`src/rtl/lfsr_encrypt_engine.sv`:
```
// Program-1 engine: reads the config bytes and the biased message from data memory,
// then writes 64 LFSR-encrypted, space-padded bytes back to the output region.
module lfsr_encrypt_engine #(
  parameter int MSG_BASE  = 0,
  parameter int CFG_BASE  = 61,
  parameter int OUT_BASE  = 64,
  parameter int NUM_CHARS = 64,
  parameter int PRE_MIN   = 10,
  parameter int PRE_MAX   = 26,
  parameter int PARITY_EN = 0
) (
  input  logic       clk,
  input  logic       reset,
  input  logic       start,
  output logic       ack,
  output logic [7:0] mem_addr,
  output logic       mem_wr_en,
  output logic [7:0] mem_wdata,
  input  logic [7:0] mem_rdata
);

  localparam logic [7:0] MSG_B   = 8'(MSG_BASE);
  localparam logic [7:0] CFG_B   = 8'(CFG_BASE);
  localparam logic [7:0] OUT_B   = 8'(OUT_BASE);
  localparam logic [7:0] PMIN_B  = 8'(PRE_MIN);
  localparam logic [7:0] PMAX_B  = 8'(PRE_MAX);
  localparam logic [6:0] LAST_I  = 7'(NUM_CHARS - 1);

  typedef enum logic [2:0] {IDLE, CFG0, CFG1, CFG2, CFG3, RD, WR, DONE} state_t;

  state_t     state;
  logic [6:0] idx;
  logic [6:0] lfsr;
  logic [6:0] taps;
  logic [7:0] pre;
  logic [6:0] ch;
  logic [7:0] wbyte;

  function automatic logic [7:0] clamp_pre(input logic [7:0] v);
    if (v < PMIN_B)      return PMIN_B;
    else if (v > PMAX_B) return PMAX_B;
    else                 return v;
  endfunction

  function automatic logic parity7(input logic [6:0] v);
    return ^v;
  endfunction

  // Padding positions (i < pre) need no read; the address is parked at the message base.
  function automatic logic [7:0] rd_addr(input logic [6:0] i, input logic [7:0] p);
    if ({1'b0, i} >= p) return MSG_B + ({1'b0, i} - p);
    else                return MSG_B;
  endfunction

  // Write data follows the synchronous-read data, so it is formed during the WR cycle.
  always_comb begin
    ch    = 7'h00;
    wbyte = 8'h00;
    if (mem_wr_en) begin
      ch         = ({1'b0, idx} < pre) ? 7'h00 : mem_rdata[6:0];
      wbyte[6:0] = ch ^ lfsr;
      wbyte[7]   = (PARITY_EN != 0) ? parity7(ch ^ lfsr) : 1'b0;
    end else begin
      wbyte = 8'h00;
    end
  end

  assign mem_wdata = wbyte;

  // Sequencer: registered outputs are loaded on the edge that enters each state.
  always_ff @(posedge clk or negedge reset) begin
    if (!reset) begin
      state     <= IDLE;
      ack       <= 1'b0;
      mem_wr_en <= 1'b0;
      mem_addr  <= 8'h00;
      idx       <= 7'h00;
      lfsr      <= 7'h00;
      taps      <= 7'h00;
      pre       <= 8'h00;
    end else begin
      case (state)
        IDLE: begin
          ack       <= 1'b0;
          mem_wr_en <= 1'b0;
          if (!start) begin
            state    <= CFG0;
            mem_addr <= CFG_B;
          end else begin
            mem_addr <= 8'h00;
          end
        end
        CFG0: begin
          state    <= CFG1;
          mem_addr <= CFG_B + 8'd1;
        end
        CFG1: begin
          pre      <= clamp_pre(mem_rdata);
          state    <= CFG2;
          mem_addr <= CFG_B + 8'd2;
        end
        CFG2: begin
          taps  <= mem_rdata[6:0];
          state <= CFG3;
        end
        CFG3: begin
          lfsr     <= (mem_rdata[6:0] == 7'h00) ? 7'h01 : mem_rdata[6:0];
          idx      <= 7'h00;
          mem_addr <= rd_addr(7'h00, pre);
          state    <= RD;
        end
        RD: begin
          mem_addr  <= OUT_B + {1'b0, idx};
          mem_wr_en <= 1'b1;
          state     <= WR;
        end
        WR: begin
          mem_wr_en <= 1'b0;
          lfsr      <= {lfsr[5:0], ^(lfsr & taps)};
          idx       <= idx + 7'd1;
          if (idx == LAST_I) begin
            state    <= DONE;
            ack      <= 1'b1;
            mem_addr <= 8'h00;
          end else begin
            state    <= RD;
            mem_addr <= rd_addr(idx + 7'd1, pre);
          end
        end
        DONE: begin
          mem_wr_en <= 1'b0;
          if (start) begin
            state <= IDLE;
            ack   <= 1'b0;
          end else begin
            ack <= 1'b1;
          end
        end
        default: begin
          state     <= IDLE;
          ack       <= 1'b0;
          mem_wr_en <= 1'b0;
          mem_addr  <= 8'h00;
        end
      endcase
    end
  end

endmodule

```
`config.mk`:
```
export PLATFORM = sky130hd
export DESIGN_NAME = lfsr_encrypt_engine
export DESIGN_NICKNAME = d
export VERILOG_FILES = /design/src/rtl/lfsr_encrypt_engine.sv
export SDC_FILE = /design/constraint.sdc
export NUM_CORES = 1
export LEC_CHECK = 0
export ABC_CLOCK_PERIOD_IN_PS = 3560
export CAP_MARGIN = 20
export CORE_MARGIN = 8
export CORE_UTILIZATION = 55
export CTS_CLUSTER_DIAMETER = 200
export CTS_CLUSTER_SIZE = 28
export DETAILED_ROUTE_END_ITERATION = 8
export PLACE_DENSITY_LB_ADDON = 0.08
export SLEW_MARGIN = 25
export SYNTH_ARGS = -nofsm -noshare
export SYNTH_HDL_FRONTEND = slang
export SYNTH_SLANG_ARGS = --single-unit
```
`constraint.sdc`:
```
create_clock -name clk -period 3.56 [get_ports clk]
set_input_delay 1.068 -clock clk [delete_from_list [all_inputs] [get_ports clk]]
set_output_delay 1.068 -clock clk [all_outputs]
set_load 0.02 [all_outputs]
```
==> flow_metrics.tcl, run 1 <==
set metrics [dict create \
    outcome "finished clean" \
    async_reset_ff_share_pct 100.0 \
    internal_power_mw 1.482 \
    cp.required_ps 2490 \
    p_per_area_nw_per_um2 750.7 \
    yosys_register_bits 42 \
    grt_pass1_wl_microns 11760 \
    grt-ovfl-total 0 \
    pwr-share-seq_pct 33.0 \
    setup_viol 0 \
    final-seq-area_sq_um 1051 \
    post-synth-top-count-cell "nand2_1" \
    p_comb_share_pct 52.2 \
    wire_per_inst_microns 16.82 \
    yosys.area.top_type "dfrtp_1" \
    synth-edff-count 0 \
    grt_max_degree 43 \
    grt_pass1_vias 2460 \
    initial_core_util_pct 57.66 \
    h-tree-depth 2 \
    path_class "in2out" \
    ios 29 \
    p_sw_mw 1.133 \
    cts_max_path_buffers 2 \
    antenna_cells 0 \
    p_sw_share_pct 43.33 \
    clkTransAtPathRegs_ps 80 \
    yosys_warnings 0 \
    grt_busiest_layer "met2" \
    nFillCells 382 \
    cp.arrival_ps 2440 \
    clock_skew_ps 6.490 \
    io_buffer_count 27 \
    start_kind "primary input" \
    cts_num_sinks 42 \
    fin_nets 390 \
    cts_buffers 5 \
    design_area_sq_um 3483 \
    dp_hpwl_microns 5203 \
    hold_viol_final 0 \
    cts-root-buf "clkbuf_8" \
    drive_above_1_share_pct 19.01 \
    grt_antenna_before_repair 0 \
    synth_area_sq_um 2741 \
    globalRouteTotalUtil_pct 19.99 \
    synthCells 305 \
    multi_input_area_sq_um 1647 \
    die_area_sq_um 7500 \
    setup_ws_ps 47.42 \
    ys_top_cells_by_count "45 x nand2_1, 42 x dfrtp_1, 33 x o21ai_0, 18 x inv_1, 16 x ha_1" \
    fmax_mhz 284.7 \
    synth_top_cell_area_share_pct 38.34 \
    fin_tns_setup_ps 0 \
    grt_use_met3_pct 4.348 \
    chipHeight_microns 86.60 \
    synth_ff_type "dfrtp_1" \
    period_share_pct 98.67 \
    drt_iter0_drc 193 \
    area_delta_synth_final_pct 27.07 \
    vias 2477 \
    ant_nets 0 \
    syn_nets 333 \
    yosys.cell_types.count 51 \
    placedInstanceArea_sq_um 3292 \
    vdd_drop_max_v 0.0005451 \
    use_met1_pct 27.04 \
    met2_usage_pct 31.04 \
    tritoncts "done" \
    relSlewSlack_pct 47.96 \
    drtPass1Iterations 5 \
    dp_slack_ps -552.9 \
    clkLatencyLatePin_ps 300 \
    final_util_pct 73.26 \
    period_needed_ps 3513 \
    hold_slack_ps 495.4 \
    die_w_microns 86.60 \
    rows 25 \
    vias_per_cell 5.760 \
    ys_top_cells_by_area "dfrtp_1 38%, ha_1 7.3%, nand2_1 6.2%" \
    wl_microns 7234 \
    critPathMaxFanout 2 \
    leakage_nw 1.606 \
    postCtsHoldBufs 0 \
    slew_violations 0 \
    drc_errors 0 \
    cap_viol_max_count 0 \
    coreArea_sq_um 4755 \
    finalWeightedCongestion 0.8342 \
    max_slew.worst_pin.slew_ps 774.6 \
    p_clk_share_pct 14.8 \
    synth.avg_cell_area_sq_um 8.988 \
    hold_class "reg2reg" \
    endpoint_kind "output pin" \
    seq_area_frac_synth_pct 38.34 \
]
-- power by group through the flow --
stage | Sequential [mW] | Combinational, mW | Clock, mW
floorplan | 0.825 | 0.924 | 0
global placement | 0.863 | 1.31 | 0
detailed placement | 0.869 | 1.33 | 0
CTS | 0.859 | 1.33 | 0.390
global route | 0.896 | 1.50 | 0.413
finish | 0.864 | 1.36 | 0.387
-- through the flow --
| stage | power, mW | std cells |
|---|---|---|
| 6_report | 2.615 | 430 |
| 5_1_grt | 2.812 | 430 |
| 4_1_cts | 2.584 | 429 |
| 3_5_place_dp | 2.201 | 421 |
| 3_3_place_gp | 2.170 | 421 |
| 2_1_floorplan | 1.749 | 305 |
-- placed cells by master (no fill, tap or decap), drive strengths merged, types with 8 or more instances in the layout --
| cell | n |
|---|---|
| a2111oi | 8 |
| a21oi | 14 |
| buf | 43 |
| clkdlybuf4s50 | 19 |
| dfrtp | 42 |
| ha | 16 |
| inv | 20 |
| mux2i | 13 |
| nand2 | 45 |
| nand2b | 11 |
| nor2 | 12 |
| nor3 | 9 |
| o21ai | 33 |
| xnor2 | 8 |
-- per-layer routing --
layer / wire length, microns / part of all wire (%)
met2: 3333 / 46
met1: 3434 / 47
met3: 400 / 5.5
met5: 0 / 0
met4: 65 / 0.90
-- cell type report --
type / instances / share of cell area, %
clock inverters: 3 / 1.257
flip-flops and latches: 42 / 30.17
inverters: 19 / 2.047
well taps: 67 / 2.407
repair buffers: 62 / 14.87
clock buffers: 5 / 1.976
multi-input cells: 232 / 47.27
-- worst paths after layout --
path	depth (start not counted)	startpoint	endpoint	slack [ps]
max reg2reg	5	state[0]	mem_addr[1]	970
min	2	taps[1]	taps[1]	500
min reg2reg	2	taps[1]	taps[1]	500
min in group asynchronous	1	reset	mem_addr[3]	740
max	6	mem_rdata[4]	mem_wdata[4]	50
max in group asynchronous	1	reset	pre[0]	2450
-- sequential cells by signal (all words and copies together), names as in the netlist --
register	flops
mem_wr_en	1
lfsr	7
mem_addr	8
state	3
pre	8
ack	1
taps	7
idx	7
-- what timing repair did --
action                     in CTS  in global routing
setup endpoints to repair       7                  6
resized for setup              38                 12
gates cloned                    0                  0
pin swaps                       0                  1
setup buffers                   0                  1
-- worst max-delay path: stages --
cell	delay, ps
clkdlybuf4s50_1	500
inv_1	70
a2111oi_2	290
buf_4	170
mux2i_1	170
buf_4	160
-- cell families (layout without fill, tap and decap cells) --
kind of cell             after synthesis  after routing  share of synthesized area, %
AND/OR/NAND/NOR                       99             99                         17.66
AO/OA/AOI/OAI                         85             85                         20.72
flip-flops                            42             42                         38.34
buffers and inverters                 31             89                         4.564
adder cells (fa/ha/maj)               17             17                         8.033
multiplexers                          17             17                         6.389
XOR/XNOR                              13             13                         4.153
other                                  1              1                        0.1368
(Power assumes the default switching activity.)
==> run 2, diff against run 1 <==
--- a/config.mk
+++ b/config.mk
@@ -5,7 +5,6 @@
 export SDC_FILE = /design/constraint.sdc
 export NUM_CORES = 1
 export LEC_CHECK = 0
-export ABC_CLOCK_PERIOD_IN_PS = 3560
 export CAP_MARGIN = 20
 export CORE_MARGIN = 8
 export CORE_UTILIZATION = 55
==> results of run 2 <==
No change in the layout: final DEF, timing and power equal those of run 1.
==> run 3, diff against run 2 <==
--- a/config.mk
+++ b/config.mk
@@ -7,8 +7,8 @@
 export LEC_CHECK = 0
 export CAP_MARGIN = 20
 export CORE_MARGIN = 8
-export CORE_UTILIZATION = 55
-export CTS_CLUSTER_DIAMETER = 200
+export CORE_UTILIZATION = 51
+export CTS_CLUSTER_DIAMETER = 80
 export CTS_CLUSTER_SIZE = 28
 export DETAILED_ROUTE_END_ITERATION = 8
 export PLACE_DENSITY_LB_ADDON = 0.08
==> constraint.sdc (replaced) <==
create_clock -name clk -period 2.8 [get_ports clk]
set_input_delay 0.84 -clock clk [delete_from_list [all_inputs] [get_ports clk]]
set_output_delay 0.84 -clock clk [all_outputs]
set_load 0.02 [all_outputs]
==> run 3 against run 2 <==
- the flow now finishes with violations (setup timing)
- sequential power up 19%
- hold slack improved by 0.52 ps
- via count decreased by 1.7%
- largest power group unchanged
==> flow_metrics.tcl, run 3 (same netlist as run 1, synthesis figures left out) <==
set metrics [dict create \
    holdPathEnd "taps[0]" \
    finalWeightedCongestion 0.8070 \
    hp-start "taps[0]" \
    wire_per_inst_microns 16.77 \
    cts-root-buf "clkbuf_8" \
    vias 2436 \
    h-tree-depth 2 \
    mostFrequentLayoutCell "nand2_1" \
    final_util_pct 69.99 \
    rr_endpoint "mem_addr[7]" \
    postCtsHoldBufs 0 \
    path_class "reg2out" \
    grt_pass1_wl_microns 11790 \
    leakage_nw 1.591 \
    design_area_sq_um 3597 \
    rsz0062_at_grt "yes" \
    placedInstanceArea_sq_um 3312 \
    die_area_sq_um 7977 \
    clkLatencyLatePin_ps 300 \
    start_kind "flop" \
    drtPass1Iterations 4 \
    setup_ws_ps -252.2 \
    vias_per_cell 5.613 \
    critPathMaxFanout 7 \
    reg_top3 "mem_addr: 8 flops, pre: 8 flops" \
    clock_skew_ps 8.170 \
    outcome "complete, but fails checks" \
    internal_power_mw 1.959 \
    grt_pass1_vias 2344 \
    drive_above_1_share_pct 20.88 \
    fin_nets 391 \
    rr_worst_depth 8 \
    cts_max_path_buffers 2 \
    fin_tns_setup_ps -1662 \
    cts_buffers 5 \
    hold_class "reg2reg" \
    period_needed_ps 3052 \
    max_slew.worst_pin.slew_ps 799.7 \
    p_per_area_nw_per_um2 954.9 \
    violations "setup timing" \
    cp.required_ps 1960 \
    grt-ovfl-total 0 \
    dp_slack_ps -725.8 \
    multi_input_area_sq_um 1752 \
    slew_violations 0 \
    period_share_pct 109.0 \
    p_clk_share_pct 13.9 \
    area_delta_synth_final_pct 31.22 \
    final_cell_mix "45 x nand2_1, 42 x dfrtp_1, 41 x buf_4, 31 x o21ai_0, 19 x clkdlybuf4s50_1" \
    die_w_microns 89.32 \
    p_sw_mw 1.476 \
    rows 26 \
    tritoncts "done" \
    cp.arrival_ps 2210 \
    pwr-share-seq_pct 30.0 \
    coreArea_sq_um 5140 \
    p_comb_share_pct 56.1 \
    cap_viol_max_count 0 \
    vdd_drop_max_v 0.0007115 \
    ff2ff_setup_slack_ps 200 \
    wl_microns 7279 \
    grt_antenna_before_repair 0 \
    drc_errors 0 \
    setup_viol 7 \
    antenna_cells 0 \
    hold_viol_final 0 \
    rr_startpoint "idx[1]" \
    p_sw_share_pct 42.97 \
    io_buffer_count 27 \
    fmax_mhz 327.6 \
    dp_hpwl_microns 5355 \
    clkTransAtPathRegs_ps 80 \
    nFillCells 431 \
    grt_max_degree 33 \
    whs_path_depth 2 \
    ant_nets 0 \
    drt_iter0_drc 170 \
    ios 29 \
    initial_core_util_pct 53.33 \
    globalRouteTotalUtil_pct 19.29 \
    chipHeight_microns 89.32 \
    final-seq-area_sq_um 1051 \
    endpoint_kind "output pin" \
    cts_num_sinks 42 \
    relSlewSlack_pct 46.69 \
]
run 3: cell count changes in the layout (fill, tap and decap cells not counted), sizes merged:
cell	before	now
clkinv	1	0
clkbuf	5	6
inv	20	19
clkinvlp	0	1
buf	43	44
run 3: per-layer routing:
metal | up-vias | global-route usage, % | share of wire, %
met1 | 1162 | 26.98 | 48
li1 | 1206 | - | -
met5 | - | 0 | 0
met4 | 0 | 3.172 | 0.23
met3 | 2 | 3.585 | 5.3
met2 | 66 | 30.51 | 47
run 3: metrics by stage:
stage               cells  power [mW]  hold slack [ps]
floorplan             305       2.229            449.7
global placement      425       2.822            463.0
detailed placement    425       2.848            476.5
CTS                   434       3.392            496.3
global route          434       3.697            523.4
finish                434       3.435            495.9
run 3: repair_timing:
action	in CTS	in global routing
setup buffers	1	0
pin swaps	1	7
gates resized for setup	54	7
setup endpoints to repair	7	7
run 3: worst max-delay path: stages, from the launching register on:
cell and delay, ps:
dfrtp_1 430, ha_4 270, nor2b_4 130, o21a_1 150, o21ai_2 60, buf_6 160
a2111oi_4 310, mux2i_1 230, buf_4 170
run 3: cell type report:
| class | instances | share of cell area (%) |
|---|---|---|
| Clock buffer | 6 | 2.017 |
| Clock inverter | 2 | 1.043 |
| Tap cell | 70 | 2.435 |
| Multi-Input combinational cell | 232 | 48.70 |
| Inverter | 19 | 1.983 |
| Sequential cell | 42 | 29.22 |
| Timing Repair Buffer | 63 | 14.61 |
run 3: power by group through the flow:
stage               sequential (mW)  combinational, mW  clock (mW)
detailed placement             1.03               1.82           0
finish                         1.03               1.93       0.478
CTS                            1.02               1.89       0.489
global placement               1.02               1.80           0
global route                   1.06               2.12       0.510
floorplan                      1.05               1.18           0
run 3: worst max path at each step:
stage | startpoint | to | slack (ps)
global route | pre[1] | mem_wdata[5] | -370
CTS | pre[1] | mem_wdata[4] | -230
finish | idx[1] | mem_wdata[4] | -250
detailed placement | mem_rdata[4] | mem_wdata[4] | -730
global placement | mem_rdata[0] | mem_wdata[0] | -700
floorplan | pre[1] | mem_wdata[3] | 40
